**src/rtl/fpd_rr_scheduler.sv**
```systemverilog
// Round-robin scheduler sharing one multi-cycle FP divider among 2**ID_W requesters.
// A watchdog converts a hung divide into an error response carrying a quiet NaN.
module fpd_rr_scheduler #(
    parameter int unsigned ID_W    = 2,
    parameter int unsigned TIMEOUT = 64,
    localparam int unsigned NUM_REQ = 1 << ID_W
) (
    input  logic                    clk,
    input  logic                    rst,
    input  logic [NUM_REQ-1:0]      req,
    input  logic [32*NUM_REQ-1:0]   req_a,
    input  logic [32*NUM_REQ-1:0]   req_b,
    output logic [NUM_REQ-1:0]      req_ack,
    output logic                    div_start,
    output logic [31:0]             div_a,
    output logic [31:0]             div_b,
    input  logic                    div_done,
    input  logic [31:0]             div_result,
    output logic                    rsp_valid,
    input  logic                    rsp_ready,
    output logic [ID_W-1:0]         rsp_id,
    output logic [31:0]             rsp_data,
    output logic                    rsp_err,
    output logic                    busy
);

    localparam int unsigned DATA_W = 32;
    localparam int unsigned CNT_W  = $clog2(TIMEOUT);
    localparam int unsigned OFS_W  = ID_W + 5;
    localparam logic [DATA_W-1:0] QNAN = 32'h7FC0_0000;

    localparam logic [1:0] S_IDLE  = 2'd0;
    localparam logic [1:0] S_ISSUE = 2'd1;
    localparam logic [1:0] S_WAIT  = 2'd2;
    localparam logic [1:0] S_RESP  = 2'd3;

    logic [1:0]        state_q, state_d;
    logic [ID_W-1:0]   ptr_q, ptr_d;
    logic [CNT_W-1:0]  cnt_q, cnt_d;
    logic [NUM_REQ-1:0] req_ack_q, req_ack_d;
    logic              div_start_q, div_start_d;
    logic [DATA_W-1:0] div_a_q, div_a_d;
    logic [DATA_W-1:0] div_b_q, div_b_d;
    logic              rsp_valid_q, rsp_valid_d;
    logic [ID_W-1:0]   rsp_id_q, rsp_id_d;
    logic [DATA_W-1:0] rsp_data_q, rsp_data_d;
    logic              rsp_err_q, rsp_err_d;
    logic              busy_q, busy_d;

    logic              found;
    logic [ID_W-1:0]   win_idx;
    logic [ID_W-1:0]   scan_idx;
    logic [OFS_W-1:0]  win_ofs;

    // First requesting index at or after ptr, wrapping.
    always_comb begin
        found    = 1'b0;
        win_idx  = ptr_q;
        scan_idx = '0;
        for (int unsigned i = 0; i < NUM_REQ; i++) begin
            scan_idx = ptr_q + ID_W'(i);
            if (!found && req[scan_idx]) begin
                found   = 1'b1;
                win_idx = scan_idx;
            end
        end
        win_ofs = {win_idx, 5'd0};
    end

    always_comb begin
        state_d     = state_q;
        ptr_d       = ptr_q;
        cnt_d       = cnt_q;
        req_ack_d   = '0;
        div_start_d = 1'b0;
        div_a_d     = div_a_q;
        div_b_d     = div_b_q;
        rsp_valid_d = rsp_valid_q;
        rsp_id_d    = rsp_id_q;
        rsp_data_d  = rsp_data_q;
        rsp_err_d   = rsp_err_q;
        busy_d      = busy_q;
        case (state_q)
            S_IDLE: begin
                if (found) begin
                    div_a_d     = req_a[win_ofs +: DATA_W];
                    div_b_d     = req_b[win_ofs +: DATA_W];
                    rsp_id_d    = win_idx;
                    req_ack_d   = NUM_REQ'(1) << win_idx;
                    div_start_d = 1'b1;
                    busy_d      = 1'b1;
                    state_d     = S_ISSUE;
                end
            end
            S_ISSUE: begin
                cnt_d   = '0;
                state_d = S_WAIT;
            end
            S_WAIT: begin
                // A done on the final watchdog cycle still delivers the real quotient.
                if (div_done) begin
                    rsp_data_d  = div_result;
                    rsp_err_d   = 1'b0;
                    rsp_valid_d = 1'b1;
                    state_d     = S_RESP;
                end else if (cnt_q == CNT_W'(TIMEOUT - 1)) begin
                    rsp_data_d  = QNAN;
                    rsp_err_d   = 1'b1;
                    rsp_valid_d = 1'b1;
                    state_d     = S_RESP;
                end else begin
                    cnt_d = cnt_q + CNT_W'(1);
                end
            end
            S_RESP: begin
                if (rsp_ready) begin
                    rsp_valid_d = 1'b0;
                    ptr_d       = rsp_id_q + ID_W'(1);
                    busy_d      = 1'b0;
                    state_d     = S_IDLE;
                end
            end
            default: begin
                rsp_valid_d = 1'b0;
                busy_d      = 1'b0;
                state_d     = S_IDLE;
            end
        endcase
    end

    always_ff @(posedge clk) begin
        if (rst) begin
            state_q     <= S_IDLE;
            ptr_q       <= '0;
            cnt_q       <= '0;
            req_ack_q   <= '0;
            div_start_q <= 1'b0;
            div_a_q     <= '0;
            div_b_q     <= '0;
            rsp_valid_q <= 1'b0;
            rsp_id_q    <= '0;
            rsp_data_q  <= '0;
            rsp_err_q   <= 1'b0;
            busy_q      <= 1'b0;
        end else begin
            state_q     <= state_d;
            ptr_q       <= ptr_d;
            cnt_q       <= cnt_d;
            req_ack_q   <= req_ack_d;
            div_start_q <= div_start_d;
            div_a_q     <= div_a_d;
            div_b_q     <= div_b_d;
            rsp_valid_q <= rsp_valid_d;
            rsp_id_q    <= rsp_id_d;
            rsp_data_q  <= rsp_data_d;
            rsp_err_q   <= rsp_err_d;
            busy_q      <= busy_d;
        end
    end

    assign req_ack   = req_ack_q;
    assign div_start = div_start_q;
    assign div_a     = div_a_q;
    assign div_b     = div_b_q;
    assign rsp_valid = rsp_valid_q;
    assign rsp_id    = rsp_id_q;
    assign rsp_data  = rsp_data_q;
    assign rsp_err   = rsp_err_q;
    assign busy      = busy_q;

endmodule

```
**config.mk**
```make
export PLATFORM = sky130hd
export DESIGN_NAME = fpd_rr_scheduler
export DESIGN_NICKNAME = d
export VERILOG_FILES = /design/src/rtl/fpd_rr_scheduler.sv
export SDC_FILE = /design/constraint.sdc
export NUM_CORES = 1
export LEC_CHECK = 0
export BUFFER_PORTS_ARGS = -buffer_cell sky130_fd_sc_hd__buf_2
export CAP_MARGIN = 20
export CORE_AREA = 2 2 154 156
export CTS_CLUSTER_DIAMETER = 200
export DETAILED_ROUTE_END_ITERATION = 16
export DIE_AREA = 0 0 156 158
export HOLD_SLACK_MARGIN = 0.08
export PLACE_DENSITY_LB_ADDON = 0.2
export REMOVE_ABC_BUFFERS = 1
export SYNTH_ARGS = -nofsm -noshare
export SYNTH_HDL_FRONTEND = slang
export SYNTH_SLANG_ARGS = --single-unit
```
**constraint.sdc**
```tcl
create_clock -name clk -period 2.3 [get_ports clk]
set_clock_uncertainty 0.15 [all_clocks]
set_input_delay 0.23 -clock clk [delete_from_list [all_inputs] [get_ports clk]]
set_output_delay 0.23 -clock clk [all_outputs]
set_load 0.005 [all_outputs]
```
==> results of run 1 <==
through the flow:
step	setup TNS [ns]	hold slack (ns)	utilization	setup slack, ns	std cells
2_1_floorplan	-227.09	0.149	-	-3.42	562
3_3_place_gp	0	0.289	0.348	0.192	1274
3_5_place_dp	0	0.292	0.348	0.184	1274
kinds of logic after synthesis:
family | Yosys count
AND/OR/NAND/NOR | 191
multiplexers | 129
flip-flops | 116
AO/OA/AOI/OAI | 110
buffers and inverters | 58
adder cells (fa/ha/maj) | 5
XOR/XNOR | 4
==> results, run 1 <==
- Clock tree synthesis selected as its root buffer the cell clkbuf_16.
- The vertical die dimension is 158 µm.
- After technology mapping, the gate count stands at 613.
- The synthesized area per cell is 9.24 µm².
- Ranked by instance count, the synthesized netlist is headed by mux2i_1 (129), dfxtp_1 (116), nand2_1 (98).
- The most common cell in the synthesized netlist is mux2i_1.
- The count of buffers added by post-CTS timing repair for setup is 0.
- In this run the tool buffered the top-level ports with 401 buffer cells.
- The synthesized design contains 116 register bits.
- The number of warnings printed during yosys synthesis is 0.
- dfxtp_1 takes more of the synthesized area than any other cell.
- The clock drives 116 sinks.
- The number of buffers inserted for hold repair after clock tree synthesis is 262.
- The run ended at clock tree synthesis.
- The main flop type after synthesis is dfxtp_1.
- The count of instances resized after the clock tree is built is 0.
- The share of synthesized area in the top cell type comes to 0.410.
- The tool reported: "[ERROR RSZ-0060] Max buffer count reached".
- 402 I/O pins were placed.
- The share of the synthesized netlist area taken by xor and xnor gates is 0.00618.
- The post-placement cell area is 8020 µm².
- Counting flops with a built-in enable in the synthesized netlist gives 0.
- The run stopped with a tool error.
- After synthesis, the cell types taking the most area are dfxtp_1 (41%), mux2i_1 (23%), o221ai_1 (9.9%).
- From left edge to right edge, the die measures 156 µm.
- The main combinational cell family by area after synthesis is multiplexers.
- The buffer levels on the longest clock path is 2.
- The starting density of the core is 0.246.
- Counting flops with an async set or reset pin after synthesis yields a share of 0.
- The number of buffers created by CTS is 17.
- The share of the Yosys chip area taken by registers is 0.410.
- The level count of the clock H-tree is 4.
- The fraction of synthesized area in multiplexers is 0.228.
- Yosys mapped the design onto 35 distinct sky130hd cell types.
- The final estimated routing congestion in global placement is 0.774.
- The placement row count is 56.
- The mapped netlist covers 5670 µm².
- The synthesized-area fraction occupied by ao, oa, aoi and oai cells was 0.146.
- Of the total synthesized cell area, the portion taken by full adders, half adders and majority gates is 0.0110.
- The fraction of the mapped netlist area in simple logic gates is 0.145.
- After legalization and detailed placement, the total HPWL measured 16,800 µm.
==> run 2: changes to the inputs <==
Settings changed: CTS_CLUSTER_DIAMETER 200 to default, HOLD_SLACK_MARGIN 0.08 to default, PLACE_DENSITY_LB_ADDON 0.2 to 0.15.
==> results, run 2 <==
- The path type of the worst setup path is reg -> reg.
- The number of max-slew violations in the final report is 0.
- The clock tree from TritonCTS is built.
- The pin slew with the least headroom to its limit is 0.587 ns.
- The smallest setup slack after layout is 0.219 ns.
- The worst ir drop on vdd is 0.000454 V.
- The share of the clock period used by the worst path after layout is 0.905.
- The synthesized area per cell is 9.24 µm² (unchanged).
- The number of buffers inserted for hold repair after clock tree synthesis came to 255 (-2.7%).
- The post-detailed-route DRC marker count is 0.
- The end point of the critical path is div_a[27].
- The clock network latency to the later pin of the worst-skew pair is 0.42 ns.
- The number of enable flip-flop cells after synthesis was 0 (unchanged).
- The setup check on the worst reg-to-reg path leaves a slack of 0.22 ns.
- The area of the mapped netlist came to 5670 µm² (unchanged).
- The cell chosen for the clock root is clkbuf_16.
- The total placed cells including tap cells is 1,272 (-0.16%).
- The worst register-to-register path begins at ptr_q[0].
- Measured in cells, the most critical reg-to-reg path has a length of 6.
- The level count of the clock H-tree is 4 (unchanged).
- The stage delay of the slowest cell on the critical path is 0.36 ns.
- The remaining max-slew budget at the tightest pin is 0.606.
- The final HPWL from detailed placement is 17,000 µm (+1.8%).
- The clock transition at the registers of the reported paths is 0.06 ns.
- The detailed-route via count is 7,345.
- Sorting the synthesized cells by area gives the leading types as dfxtp_1 (41%), mux2i_1 (23%), o221ai_1 (9.9%).
- The critical path launch point is ptr_q[0].
- The post-layout utilization of the core is 0.483.
- Summed over all layers, the global routing overflow is 0.
- The library cells used most frequently in the layout, excluding fill and tap cells, are buf_2 (401), dlygate4sd3_1 (255), mux2i_1 (129).
- Traced cell by cell, the critical path runs through nand2b_1 > a21oi_1 > a221o_4 > buf_12 > mux2i_1 > o221ai_1.
- The area growth from synthesis to final layout is 96.4%.
- The count of buffers added by post-CTS timing repair for setup was 0 (unchanged).
- Derived from the worst setup path, the maximum achievable clock frequency is 480 MHz.
- The via count of the first global-routing pass was 7,487.
- On the critical path the largest part of the delay comes from compound AO/OA/AOI/OAI gates.
- The clock sink count was 116 (unchanged).
- Counting both buffers and inverters, the worst setup path holds a total of 1.
- The gate count after technology mapping is 613 (unchanged).
- The worst setup timing slack at the placement stage is 0.189 ns (+0.00460 ns).
- The number of antenna violations at the first check in global routing is 2.
- The count of pins on the block boundary is 402 (unchanged).
- The number of buffers created by CTS is 17 (unchanged).
- Using the TritonRoute via totals, the vias-per-cell ratio works out to 4.71.
- Setup violations remaining at the end of the flow were counted as 0.
- Setup repair after global routing left no endpoint under its margin.
- The buffer levels on the longest clock path is 2 (unchanged).
- The placement row count is 56 (unchanged).
- The starting density of the core is 0.246 (unchanged).
- The count of instances resized after the clock tree is built is 0 (unchanged).
- In the post-synthesis netlist, the cell with the most instances is mux2i_1.
- STA classifies the critical path startpoint as a register.
- The share of flip-flops with an asynchronous set or reset came to 0 (unchanged).
- The power density over cell area is 765 nW/µm².
- The kind of capture point of the worst setup path is a register.
- Of all nets on the critical path, the largest fanout is 69.
- The post-detailed-route wirelength per cell is 17.1 µm.
- The top cell type's share of synthesized area is 0.410 (unchanged).
- The analysis attributes to cell leakage a power of 0.00562 µW.
- The critical path's slowest cell is buf_12.
- The flow ran to the end, and the final reports show no timing, DRC or antenna violations.
- The fraction of layout cells with a size suffix above 1 is 0.358.
- The detail route stage leaves a number of antenna-violating nets equal to 0.
- For this run, the leading register cell type out of synthesis is dfxtp_1.
- The hold violation total from the final report is 0.
- After the flow finishes, the layout carries non-filler instances totaling 1,560.
- The die outline width was 156 µm (unchanged).
- For this block, the routed nets add up to 26,600 µm of wire.
- The vertical die dimension is 158 µm (unchanged).
- Entering global routing, the biggest net connects 70 pins.
- In this run the worst hold path is classified as in -> reg.
- The commonest cells after synthesis are mux2i_1 (129), dfxtp_1 (116), nand2_1 (98).
- The final layout contains 1,557 nets.
- The total of buffers placed on input and output ports is 401 (unchanged).
- STA puts the critical path data required time at 2.42 ns.
- The cell taking the most area after synthesis is dfxtp_1.
- The distinct cell type count of the synthesized netlist is 35 (unchanged).
- The endpoint of the lowest-slack register-to-register path is div_a[27].
- The final estimated routing congestion in global placement is 0.790 (+1.9%).
- The die area is 24,600 µm².
- The DRC marker count from the first detailed-route iteration is 409.
- The library cell used most frequently in the layout, excluding fill and tap cells, is buf_2.
- The number of warnings printed during yosys synthesis was 0 (unchanged).
- Counting buffers and inverters, the worst setup path is 6 cells deep.
- The number of detailed-routing iterations run before antenna repair is 4.
- The critical path arrival is 2.20 ns.
- The first global-routing pass estimated 39,000 µm of wire.
- The tool flagged a number of max-cap violations equal to 0.
- The clock period minus final worst setup slack is 2.08 ns.
- The core area is 23,100 µm².
- Summed over all failing endpoints, the final setup total negative slack is 0 ns.
- The sequential area share after synthesis was 0.410 (unchanged).
- The register bit count reported by yosys came to 116 (unchanged).
- The global routing usage summed across all routing layers is 0.202.
==> run 2: cell counts after synthesis <==
Identical to the previous run, type by type.
==> run 2: cell type report <==
| type | instances | area (µm²) |
|---|---|---|
| diodes | 2 | 5.00 |
| clock buffers | 22 | 464 |
| clock inverters | 9 | 81.3 |
| fillers | 2151 | 11900 |
| inverters | 7 | 26.3 |
| multi-input cells | 439 | 3060 |
| flip-flops and latches | 116 | 2320 |
| well taps | 290 | 363 |
| repair buffers | 675 | 4800 |
==> run 2: worst min-delay path by stage <==
stage | depth (start not counted) | endpoint | from | slack (ns)
6_report | 3 | div_b[8] | req_b[104] | 0.008
5_1_grt | 3 | div_b[1] | req_b[1] | 0.02
4_1_cts | 3 | div_b[8] | req_b[104] | 0.00004
3_5_place_dp | 2 | div_a[17] | div_a[17] | 0.29
3_3_place_gp | 2 | div_a[20] | div_a[20] | 0.29
2_1_floorplan | 1 | rsp_data[0] | rst | 0.15
==> run 2: kinds of logic after synthesis <==
group           after synthesis  synth area share
simple gates                191             0.145
mux                         129             0.228
flops                       116             0.410
compound gates              110             0.146
buf+inv                      58            0.0541
fa+ha+maj                     5            0.0110
xor+xnor                      4           0.00618
==> run 2: where the power goes <==
| group | switching (µW) | internal (µW) |
|---|---|---|
| combinational | 1510 | 1590 |
| sequential | 305 | 2590 |
| clock | 987 | 1530 |
==> run 2: worst min-delay path, delay by kind of cell <==
family                 cells  cell delay [ns]
AO/OA/AOI/OAI              1             0.15
multiplexers               1             0.07
buffers and inverters      1             0.09
==> run 2: per-layer routing <==
| metal | track usage | vias up | part of all wire | wire length (µm) |
|---|---|---|---|---|
| li1 | - | 3540 | - | - |
| met4 | 0.0882 | 0 | 0.031 | 837 |
| met3 | 0.0602 | 60 | 0.073 | 1950 |
| met2 | 0.370 | 324 | 0.51 | 13700 |
| met5 | 0 | - | 0 | 0 |
| met1 | 0.215 | 3421 | 0.38 | 10200 |
==> run 2: per-stage QoR <==
stage | hold WS, ns | power, µW | instance area (µm²)
final | 0.00790 | 8510 | 11100
after global routing | 0.0171 | 9000 | 11100
after CTS | 0.0000391 | 8570 | 11100
after detailed placement | 0.292 | 5680 | 8020
after global placement | 0.291 | 5690 | 8020
after floorplan | 0.149 | 4350 | 5390
Power figures use the tool's default switching activity.
